==> config.mk <==
export PLATFORM = sky130hd
export DESIGN_NAME = vicii_sprite_mux
export DESIGN_NICKNAME = d
export VERILOG_FILES = /design/src/rtl/vicii_pkg.sv /design/src/rtl/vicii_collision_latch.sv /design/src/rtl/vicii_sprite_mux.sv
export SDC_FILE = /design/constraint.sdc
export NUM_CORES = 1
export LEC_CHECK = 0
export BUFFER_PORTS_ARGS = -buffer_cell sky130_fd_sc_hd__buf_2
export CAP_MARGIN = 20
export CORE_UTILIZATION = 45
export CTS_BUF_LIST = sky130_fd_sc_hd__clkbuf_2
export CTS_CLUSTER_SIZE = 20
export DETAILED_ROUTE_END_ITERATION = 7
export PLACE_DENSITY = 0.95
export SYNTH_ARGS = -nofsm -noshare
export SYNTH_HDL_FRONTEND = slang
export SYNTH_SLANG_ARGS = --single-unit
==> constraint.sdc <==
create_clock -name clk -period 2 [get_ports clk]
set_input_delay 0.4 -clock clk [delete_from_list [all_inputs] [get_ports clk]]
set_output_delay 0.4 -clock clk [all_outputs]
set_load 0.005 [all_outputs]
==> src/rtl/vicii_pkg.sv <==
// Shared VIC-II constants: default sprite count, colour width, register offsets
// and the colour type used across the sprite datapath.
package vicii_pkg;

  localparam int NSPR_DEF = 8;
  localparam int CW_DEF   = 4;

  localparam logic [5:0] REG_MDP = 6'h1B;
  localparam logic [5:0] REG_MM  = 6'h1E;
  localparam logic [5:0] REG_MD  = 6'h1F;

  typedef logic [CW_DEF-1:0] colour_t;

endpackage

==> src/rtl/vicii_collision_latch.sv <==
// One collision register ($D01E or $D01F): sticky hit accumulation, clear-on-read,
// and a single-clock IRQ request when the register leaves the all-zero state.
module vicii_collision_latch #(
  parameter int N = 8
) (
  input  logic         clk,
  input  logic         reset,
  input  logic         rd,
  input  logic [N-1:0] hit,
  output logic [N-1:0] lat,
  output logic         irq
);

  logic [N-1:0] lat_d, lat_q;
  logic         irq_d, irq_q;

  // A hit arriving with the read is OR-ed in after the clear so it is never lost.
  always_comb begin
    lat_d = (rd ? '0 : lat_q) | hit;
    irq_d = (lat_q == '0) && (lat_d != '0);
  end

  always_ff @(posedge clk or negedge reset) begin
    if (!reset) begin
      lat_q <= '0;
      irq_q <= 1'b0;
    end else begin
      lat_q <= lat_d;
      irq_q <= irq_d;
    end
  end

  assign lat = lat_q;
  assign irq = irq_q;

endmodule

==> src/rtl/vicii_sprite_mux.sv <==
// Sprite/background priority mux with registered colour output and the MM/MD
// collision latches. Collision logic is built only when VICII_COLLISION_EN is defined.
module vicii_sprite_mux
  import vicii_pkg::*;
#(
  parameter int NSPR = NSPR_DEF,
  parameter int CW   = CW_DEF
) (
  input  logic             clk,
  input  logic             reset,
  input  logic             pix_stb,
  input  logic [NSPR-1:0]  spr_en,
  input  logic [NSPR*CW-1:0] spr_col,
  input  logic [CW-1:0]    bg_col,
  input  logic             bg_fg,
  input  logic             vis,
  input  logic [NSPR-1:0]  mdp,
  input  logic             rd_mm,
  input  logic             rd_md,
  output logic [CW-1:0]    pix_out,
  output logic [NSPR-1:0]  mm,
  output logic [NSPR-1:0]  md,
  output logic             irq_mm,
  output logic             irq_md
);

  logic [CW-1:0] pix_d, pix_q, pix_sel;

  // Scanning from the highest index down leaves the lowest enabled sprite as winner;
  // only that winner's mdp bit decides whether foreground graphics cover it.
  always_comb begin
    pix_sel = bg_col;
    for (int n = NSPR - 1; n >= 0; n--) begin
      if (spr_en[n]) begin
        pix_sel = (mdp[n] && bg_fg) ? bg_col : spr_col[n*CW +: CW];
      end
    end
    pix_d = pix_stb ? pix_sel : pix_q;
  end

  always_ff @(posedge clk or negedge reset) begin
    if (!reset) begin
      pix_q <= '0;
    end else begin
      pix_q <= pix_d;
    end
  end

  assign pix_out = pix_q;

`ifdef VICII_COLLISION_EN
  logic            hit_ok, multi;
  logic [NSPR-1:0] mm_hit, md_hit;

  // x & (x-1) is nonzero exactly when two or more sprites are enabled.
  always_comb begin
    hit_ok = pix_stb && vis;
    multi  = |(spr_en & (spr_en - NSPR'(1)));
    mm_hit = (hit_ok && multi) ? spr_en : '0;
    md_hit = (hit_ok && bg_fg) ? spr_en : '0;
  end

  vicii_collision_latch #(.N(NSPR)) u_mm (
    .clk   (clk),
    .reset (reset),
    .rd    (rd_mm),
    .hit   (mm_hit),
    .lat   (mm),
    .irq   (irq_mm)
  );

  vicii_collision_latch #(.N(NSPR)) u_md (
    .clk   (clk),
    .reset (reset),
    .rd    (rd_md),
    .hit   (md_hit),
    .lat   (md),
    .irq   (irq_md)
  );
`else
  logic unused_coll;
  assign unused_coll = ^{vis, rd_mm, rd_md};
  assign mm     = '0;
  assign md     = '0;
  assign irq_mm = 1'b0;
  assign irq_md = 1'b0;
`endif

endmodule

==> results.md, run 1 <==
* Status: finished clean
* Synth-to-layout area growth at 23.2%
* Worst clock skew at 0 ps
* Vias per cell at 5.65
* Most frequent cells in the layout: 59 x buf_2, 18 x conb_1, 12 x nand3_1, 10 x nand2_1
* Most common cell after layout, fill and taps aside: buf_2
* RSZ-0062 raised after global routing: no
* Critical Path Sink Type: register
* DP Cell Count at 219
* FILL cells at 225
* Final setup fails at 0
* Required time of the critical path at 2050 ps
* Antenna viol nets, final at 0
* Largest net degree at the start of global routing at 30
* Critical Path Max Stage Delay at 370 ps
* Flop pwr share at 23.2%
* Fmax at 606 MHz
* Kind of critical path: input port to register
* Cells along the critical path: buf_2 > buf_12 > nand2_2 > a311o_1 > a221oi_2 > o221ai_1
* Worst hold path type: input port to async pin
* Final #Nets at 256
* Sequential cell area at 100 sq um
* Final Wtd Congestion at 0.967
* Clock sink total at 4
* Slowest-stage cell, CP: a311o_1
* Post-DR wirelength/cell at 13.0 um
* IO buf count at 59
* Area of the multi-input gates at 830 sq um
* Max FFs per register at 4
* Max-slew violation count at 0
* Placed instance area at 1290 sq um
* Vias in the first global route at 1087
* Die footprint at 2580 sq um
* CP Buf/Inv Count at 2
* Iter 0 DRT Violations at 49
* Initial Util at 48.0%
* Worst-skew pair later-pin latency at 210 ps
* Sequential-to-total area share from yosys stat at 9.35%
* Worst-path maximum fanout at 29
* Worst EP arrival at 1700 ps
* Max-cap violations at 0
* VDD IR max at 0.180 mV
* Die Span Y at 50.8 um
* Hold Fails Final Rpt at 0
* DRC at 0
* Cell internal pwr at 0.000245 W
* Total global routing overflow at 0
* Sw Ratio at 41.3%
* Drt first pass iters at 4
* NetSw at 0.000173 W
* Post-DP HPWL at 2260 um
* Synth Register Bits at 4
* CTS max path bufs at 2
* CTS tree: yes
* Fin area at 1320 sq um
* Post-synthesis cell type count at 32
* Tcrit/Tclk final at 82.5%
* Hold Slack at 484 ps
* CP startpoint kind: input port
* Postcts setup bufs at 0
* Ys Warns at 0
* I/O Pins at 81
* Clock transition at path regs at 70 ps
* First-pass GRT wire length at 4670 um
* Final WL at 2910 um
* Mean Syn Cell Area at 7.54 sq um
* Non-Filler Instances at 223
* Row cnt at 17
* Power per cell area at 316 nW/um^2
* Total track usage at 23.7%
* Area of the core at 2230 sq um
* Comb pwr share at 56.7%
* Number of H-tree levels at 1
* Layout cells sized above 1 at 40.5%
* Final Util at 59.1%
* N_diodes at 0
* Sum of negative setup slack at 0 ps
* CP delay by family, top: compound AO/OA/AOI/OAI gates
* Initial antenna violation count at 0
* Total number of vias at 1260
* Die width at 50.8 um
* CTS Buf Count at 3
* Clock Power Share at 20.1%
* Post-synthesis instance area at 1070 sq um
* Lkg Pwr at 0.655 nW
* Min cycle time layout at 1650 ps
* CTS root buffer: clkbuf_2
* Mapped Cells at 142
per-layer routing:
layer,global-route usage (%),wire [um],vias to the layer above
li1,-,-,613
met1,30.3,1220,563
met2,39.8,1370,79
met3,2.42,265,5
met4,10.6,47,0
met5,0,0,-
power by group through the flow:
stage | Sequential [W] | Clock (W) | Combinational, W
final | 0.0000971 | 0.0000839 | 0.000237
after detailed placement | 0.0000983 | 0 | 0.000231
after floorplan | 0.0000998 | 0 | 0.000157
after global routing | 0.0000992 | 0.0000867 | 0.000262
after global placement | 0.0000974 | 0 | 0.000228
after CTS | 0.0000975 | 0.0000864 | 0.000234
final cells by class:
type | instances | share of cell area [%]
Clock buffer | 3 | 1.14
Inverter | 4 | 1.14
Multi-Input combinational cell | 123 | 62.8
Sequential cell | 4 | 7.58
Tap cell | 28 | 2.65
Timing Repair Buffer | 61 | 24.6
worst reg2reg max path: cells and delay by family, from the launching register on:
family,cells,cell delay [ps]
AO/OA/AOI/OAI,1,140
buffers and inverters,1,60
flip-flops,1,390
logic make-up after synthesis:
group           count (synthesis)  synth area share, %
other cells                     1                0.350
compound gates                 49                 38.2
flops                           4                 9.35
buf+inv                        32                 19.2
simple gates                   48                 25.0
mux                             8                 7.94
timing repair:
action                    in CTS  in global routing
hold buffers                   1                  0
resized for setup              0                  0
hold endpoints to repair       4                  0
worst paths after layout:
| path | startpoint | slack (ps) | cells past startpoint | endpoint |
|---|---|---|---|---|
| setup / recovery | bg_fg | 350 | 6 | pix_out[0] |
| hold / removal | reset | 480 | 2 | pix_out[2] |
| setup reg to reg | pix_out[1] | 1260 | 2 | pix_out[1] |
| hold reg to reg | pix_out[3] | 570 | 2 | pix_out[3] |
| max in group asynchronous | reset | 1370 | 2 | pix_out[3] |
| min in group clk | pix_stb | 540 | 2 | pix_out[2] |
metrics by stage:
stage,setup WS (ps),power [W]
3_3_place_gp,195,0.000325
3_5_place_dp,140,0.000330
6_report,351,0.000418
5_1_grt,276,0.000448
2_1_floorplan,489,0.000257
4_1_cts,381,0.000418
Yosys cell counts (all sizes together):
library cell | count | area [sq um]
or2 | 1 | 6.26
a21oi | 8 | 40.0
o21ai | 8 | 40.0
a31o | 4 | 35.0
buf | 24 | 175
dfrtp | 4 | 100
and3b | 4 | 35.0
nand3 | 12 | 60.1
a21bo | 8 | 80.1
a221oi | 4 | 60.1
nand2 | 11 | 43.8
mux2 | 4 | 45.0
nor2b | 1 | 6.26
inv | 4 | 15.0
a311o | 4 | 40.0
o221ai | 4 | 35.0
conb | 1 | 3.75
a31oi | 4 | 25.0
nand4 | 4 | 25.0
and4 | 4 | 35.0
o311ai | 4 | 35.0
or4b | 1 | 13.8
clkbuf | 4 | 15.0
nor2 | 8 | 30.0
nand2b | 1 | 6.26
a21boi | 1 | 18.8
mux2i | 4 | 40.0
and2 | 1 | 6.26
No activity file was read; power rests on OpenSTA's default activity.
==> run 2, diff against run 1 <==
--- a/config.mk
+++ b/config.mk
@@ -5,13 +5,14 @@
 export SDC_FILE = /design/constraint.sdc
 export NUM_CORES = 1
 export LEC_CHECK = 0
+export ABC_AREA = 1
 export BUFFER_PORTS_ARGS = -buffer_cell sky130_fd_sc_hd__buf_2
 export CAP_MARGIN = 20
-export CORE_UTILIZATION = 45
+export CORE_UTILIZATION = 41
 export CTS_BUF_LIST = sky130_fd_sc_hd__clkbuf_2
 export CTS_CLUSTER_SIZE = 20
 export DETAILED_ROUTE_END_ITERATION = 7
-export PLACE_DENSITY = 0.95
+export PLACE_DENSITY = 0.94
 export SYNTH_ARGS = -nofsm -noshare
 export SYNTH_HDL_FRONTEND = slang
 export SYNTH_SLANG_ARGS = --single-unit
==> constraint.sdc (replaced) <==
create_clock -name clk -period 1.55 [get_ports clk]
set_input_delay 0.31 -clock clk [delete_from_list [all_inputs] [get_ports clk]]
set_output_delay 0.31 -clock clk [all_outputs]
set_load 0.005 [all_outputs]
==> results.md, run 2 <==
* Vias per cell at 4.75 (-16%)
* Max FFs per register at 4 (unchanged)
* Final setup fails at 0 (unchanged)
* Max-cap violations at 0 (unchanged)
* Mean Syn Cell Area at 5.24 sq um (-31%)
* RSZ-0062 raised after global routing: no
* Kind of critical path: input port to register
* Post-synthesis instance area at 1050 sq um (-2.2%)
* Layout cells sized above 1 at 30.1% (-10 points)
* Synth-to-layout area growth at 25.3%
* Mapped Cells at 200 (+41%)
* Die width at 52.5 um (+3.5%)
* I/O Pins at 81 (unchanged)
* Final WL at 2750 um (-5.3%)
* Worst clock skew at 0 ps (unchanged)
* Die Span Y at 52.5 um (+3.5%)
* Synth cell count leaders: 83 x nand2_1, 23 x inv_1, 20 x nand3_1, 18 x buf_4, 12 x o21ai_0
* Final Wtd Congestion at 0.852 (-12%)
* Sum of negative setup slack at 0 ps (unchanged)
* N_diodes at 0 (unchanged)
* VDD IR max at 0.267 mV (+48%)
* Die footprint at 2760 sq um (+7.0%)
* Sequential-to-total area share from yosys stat at 9.56% (+0.21 points)
* Number of H-tree levels at 1 (unchanged)
* Min cycle time layout at 1320 ps
* CP startpoint kind: input port
* Max-slew violation count at 0 (unchanged)
* Synth Register Bits at 4 (unchanged)
* Total global routing overflow at 0 (unchanged)
* Area of the core at 2320 sq um (+3.8%)
* Worst hold path type: input port to register
* Clock sink total at 4 (unchanged)
* Iter 0 DRT Violations at 61 (+24%)
* Post-synth EDFFs at 0 (unchanged)
* Ys Warns at 0 (unchanged)
* Final #Nets at 320 (+25%)
* Most frequent cells in the layout: 83 x nand2_1, 59 x buf_2, 23 x inv_1, 20 x nand3_1, 18 x conb_1
* Lkg Pwr at 0.846 nW (+29%)
* Worst EP arrival at 1460 ps (-240 ps)
* Fmax at 756 MHz
* Worst-skew pair later-pin latency at 210 ps (about the same)
* Critical Path Sink Type: register
* Postcts setup bufs at 0 (unchanged)
* Total track usage at 21.5% (-2.3 points)
* Tcrit/Tclk final at 85.3%
* CTS root buffer: clkbuf_2
* Hold Slack at 392 ps (-92.2 ps)
* Initial antenna violation count at 0 (unchanged)
* Total number of vias at 1362 (+8.1%)
* Largest net degree at the start of global routing at 9 (-70%)
* Hold Fails Final Rpt at 0 (unchanged)
* Post-synth ARST share at 100% (unchanged)
* CTS max path bufs at 2 (unchanged)
* Antenna viol nets, final at 0 (unchanged)
* Required time of the critical path at 1690 ps (-360 ps)
* First-pass GRT wire length at 4550 um (-2.5%)
* Worst-path maximum fanout at 8 (-72%)
* Drt first pass iters at 4 (unchanged)
* Post-DP HPWL at 2240 um (-1.0%)
* Status: finished clean
* Post-DR wirelength/cell at 9.60 um (-26%)
* CTS Buf Count at 3 (unchanged)
* Row cnt at 17 (unchanged)
* CTS tree: yes
* IO buf count at 59 (unchanged)
* Top_reg_cell synth: dfrtp_1
* Most common cell after layout, fill and taps aside: nand2_1
* Initial Util at 45.2% (-2.8 points)
* Yosys top cell area share at 29.7% (+16 points)
* DRC at 0 (unchanged)
* Vias in the first global route at 1173 (+7.9%)
* Most common cell in the netlist: nand2_1
* Post-synthesis cell type count at 19 (-41%)
* Ranking of synthesized cells by area: nand2_1 30%, buf_4 13%, dfrtp_1 9.6%
* Clock transition at path regs at 60 ps (about the same)
* Power per cell area at 415 nW/um^2 (+31%)
* Top cell type by total area after synthesis: nand2_1
==> run 2: through the flow <==
stage               utilization (%)  setup WS (ps)  instances  instance area, sq um  total power [W]
finish                         56.6            227        287                  1310         0.000545
global route                   56.6           84.6        287                  1310         0.000599
CTS                            56.6            224        287                  1310         0.000543
detailed placement             55.5           19.6        283                  1290         0.000438
global placement               55.5           23.1        283                  1290         0.000431
floorplan                         -            287        217                  1110         0.000348
==> run 2: what timing repair did <==
action	4_1_cts	5_1_grt
hold buffers	1	0
endpoints found under the hold margin	4	0
resized for setup	0	0
==> run 2: cell families after synthesis <==
family	after synthesis	share of synthesized area, %
AO/OA/AOI/OAI	32	19.1
buffers and inverters	50	25.2
flip-flops	4	9.56
other	1	0.358
AND/OR/NAND/NOR	113	45.8
==> run 2: metal layers <==
layer,up-vias,share of wire [%],track usage (%)
met3,3,9.9,2.03
li1,710,-,-
met1,573,42,29.8
met2,76,47,34.8
met5,-,0,0
met4,0,0.69,6.14
==> run 2: cell type report <==
cell class / instances / area, sq um
fillers: 263 / 1010
multi-input cells: 163 / 747
repair buffers: 60 / 305
inverters: 29 / 110
flip-flops and latches: 4 / 100
well taps: 28 / 35.0
clock buffers: 3 / 15.0
==> run 2: final timing paths <==
path                            depth (start not counted)  startpoint  slack [ps]          to
max in group asynchronous                               2       reset        1000  pix_out[0]
worst min register to register                          2  pix_out[1]         510  pix_out[1]
worst max-delay path                                    9       bg_fg         230  pix_out[0]
worst min-delay path                                    3     pix_stb         390  pix_out[1]
worst max register to register                          2  pix_out[3]         870  pix_out[3]
min in group asynchronous                               2       reset         430  pix_out[1]
==> run 2: critical path: stages <==
cell and delay (ps):
buf_2 250, nand2_1 230, o211ai_1 260, nand2_1 80, nand2_1 60, nand2_1 50
nand2_1 60, nand2_1 60, a21oi_2 110
==> run 2: power breakdown <==
group / internal, W / switching (W) / total, W
registers: 0.000118 / 0.00000609 / 0.000124
logic: 0.000138 / 0.000181 / 0.000319
clock network: 0.0000522 / 0.0000505 / 0.000103
==> run 3, diff against run 2 <==
--- a/config.mk
+++ b/config.mk
@@ -12,7 +12,7 @@
 export CTS_BUF_LIST = sky130_fd_sc_hd__clkbuf_2
 export CTS_CLUSTER_SIZE = 20
 export DETAILED_ROUTE_END_ITERATION = 7
-export PLACE_DENSITY = 0.94
+export PLACE_DENSITY = 0.85
 export SYNTH_ARGS = -nofsm -noshare
 export SYNTH_HDL_FRONTEND = slang
 export SYNTH_SLANG_ARGS = --single-unit
==> results.md, run 3 (same netlist as run 2, synthesis figures left out) <==
* Post-DP HPWL at 2300 um (+3.0%)
* Kind of critical path: input port to register
* Vias in the first global route at 1150 (-2.0%)
* Most used routing layer: met2
* Hold Slack at 392 ps (-0.118 ps)
* Worst reg-to-reg setup slack at 880 ps (about the same)
* Fin worst setup slack at 226 ps (-1.38 ps)
* Hold Path Cell Cnt at 3 (unchanged)
* Met3 Use GR at 1.74% (-0.29 points)
* CTS Buf Count at 3 (unchanged)
* Synth-to-layout area growth at 28.7%
* Antenna viol nets, final at 0 (unchanged)
* Final setup fails at 0 (unchanged)
* Postcts setup bufs at 0 (unchanged)
* Area of the core at 2320 sq um (unchanged)
* Final #Nets at 323 (+0.94%)
* Worst EP arrival at 1430 ps (-30 ps)
* Hold Buf Count CTS at 1 (unchanged)
* RSZ-0062 raised after global routing: no
* CP startpoint kind: input port
* Worst-skew pair later-pin latency at 210 ps (about the same)
* CTS tree: yes
* Min cycle time layout at 1320 ps (+1.38 ps)
* Iter 0 DRT Violations at 41 (-33%)
* Worst hold path type: input port to register
* Power Total at 0.000555 W (+1.8%)
* Row cnt at 17 (unchanged)
* Hold Fails Final Rpt at 0 (unchanged)
* Die width at 52.5 um (unchanged)
* FF-to-FF End: pix_out[2]
* Status: finished clean
* DRC at 0 (unchanged)
* Die footprint at 2760 sq um (unchanged)
* Total number of vias at 1310 (-3.8%)
* CTS root buffer: clkbuf_2
* Post_cts resized at 0 (unchanged)
* Total track usage at 21.3% (-0.16 points)
* Number of H-tree levels at 1 (unchanged)
* Post-DR wirelength/cell at 9.33 um (-2.8%)
* Met1 Track Usage GR at 28.2% (-1.5 points)
* VDD IR max at 0.268 mV (+0.43%)
* Max FFs per register at 4 (unchanged)
* Initial Util at 45.2% (unchanged)
* Power per cell area at 412 nW/um^2 (-0.83%)
* Worst-case reg-to-reg path depth at 2 (unchanged)
* Final WL at 2710 um (-1.8%)
* Most common cell after layout, fill and taps aside: nand2_1
* Die Span Y at 52.5 um (unchanged)
* Initial antenna violation count at 0 (unchanged)
* Clock transition at path regs at 60 ps (about the same)
* Clock sink total at 4 (unchanged)
* Most frequent cells in the layout: 83 x nand2_1, 59 x buf_2, 23 x inv_1, 20 x nand3_1, 18 x conb_1
* I/O Pins at 81 (unchanged)
* First-pass GRT wire length at 4470 um (-1.8%)
* Worst-path maximum fanout at 5 (-3)
* Total global routing overflow at 0 (unchanged)
* Reg2reg start: pix_out[2]
* Largest net degree at the start of global routing at 9 (unchanged)
* IO buf count at 59 (unchanged)
* Fmax at 755 MHz (-0.10%)
* Lkg Pwr at 0.865 nW (+2.2%)
* Vias per cell at 4.52 (-4.8%)
* Critical Path Sink Type: register
* Final Util at 58.1% (+1.5 points)
* Tcrit/Tclk final at 85.4% (+0.089 points)
* Hold path endpoint: pix_out[1]
* Max-slew violation count at 0 (unchanged)
* Hold Crit Start: pix_stb
* Worst clock skew at 0 ps (unchanged)
* Drt first pass iters at 4 (unchanged)
* Final Wtd Congestion at 0.883 (+3.6%)
* Layout cells sized above 1 at 30.9% (+0.80 points)
* Required time of the critical path at 1650 ps (-40 ps)
* Max-cap violations at 0 (unchanged)
* Met2 GRT Util at 35.2% (+0.42 points)
* DP Worst Slack at 1.91 ps (-17.7 ps)
* CTS max path bufs at 2 (unchanged)
* Sum of negative setup slack at 0 ps (unchanged)
* N_diodes at 0 (unchanged)
-- run 3: per-stage QoR --
| stage | cell area [sq um] | cells |
|---|---|---|
| 2_1_floorplan | 1110 | 217 |
| 3_3_place_gp | 1320 | 286 |
| 3_5_place_dp | 1320 | 286 |
| 4_1_cts | 1350 | 290 |
| 5_1_grt | 1350 | 290 |
| 6_report | 1350 | 290 |
-- run 3: layout make-up --
type	instances	area (sq um)
Clock buffer	3	15.0
Fill cell	269	971
Inverter	29	110
Multi-Input combinational cell	163	747
Sequential cell	4	100
Tap cell	28	35.0
Timing Repair Buffer	63	340
-- run 3: worst max path at each step --
stage | from | end | slack (ps)
2_1_floorplan | bg_fg | pix_out[0] | 290
3_3_place_gp | bg_fg | pix_out[0] | 30
3_5_place_dp | bg_fg | pix_out[0] | 2
4_1_cts | bg_fg | pix_out[0] | 220
5_1_grt | bg_fg | pix_out[1] | 70
6_report | bg_fg | pix_out[0] | 230
-- run 3: routing by layer --
metal,up-vias,part of all wire [%]
met4,0,1.3
li1,718,-
met1,527,44
met5,-,0
met3,5,7.8
met2,60,47
-- run 3: worst max-delay path, cell delays in order --
cell and delay (ps):
buf_2 130, buf_12 140, nand2_4 70, clkinv_2 70, nand2_1 60, nand3_1 70
nand2_1 70, clkinv_1 50, nand2_1 70, nand2_1 50, nand2_1 60, nand2_1 50
nand2_1 50, nand2_1 50, nand2_1 70, a21oi_2 50
-- run 3: report_power, final --
part | internal [W] | switching [W]
combinational | 0.000146 | 0.000181
sequential | 0.000118 | 0.00000630
clock | 0.0000522 | 0.0000521
total | 0.000316 | 0.000239
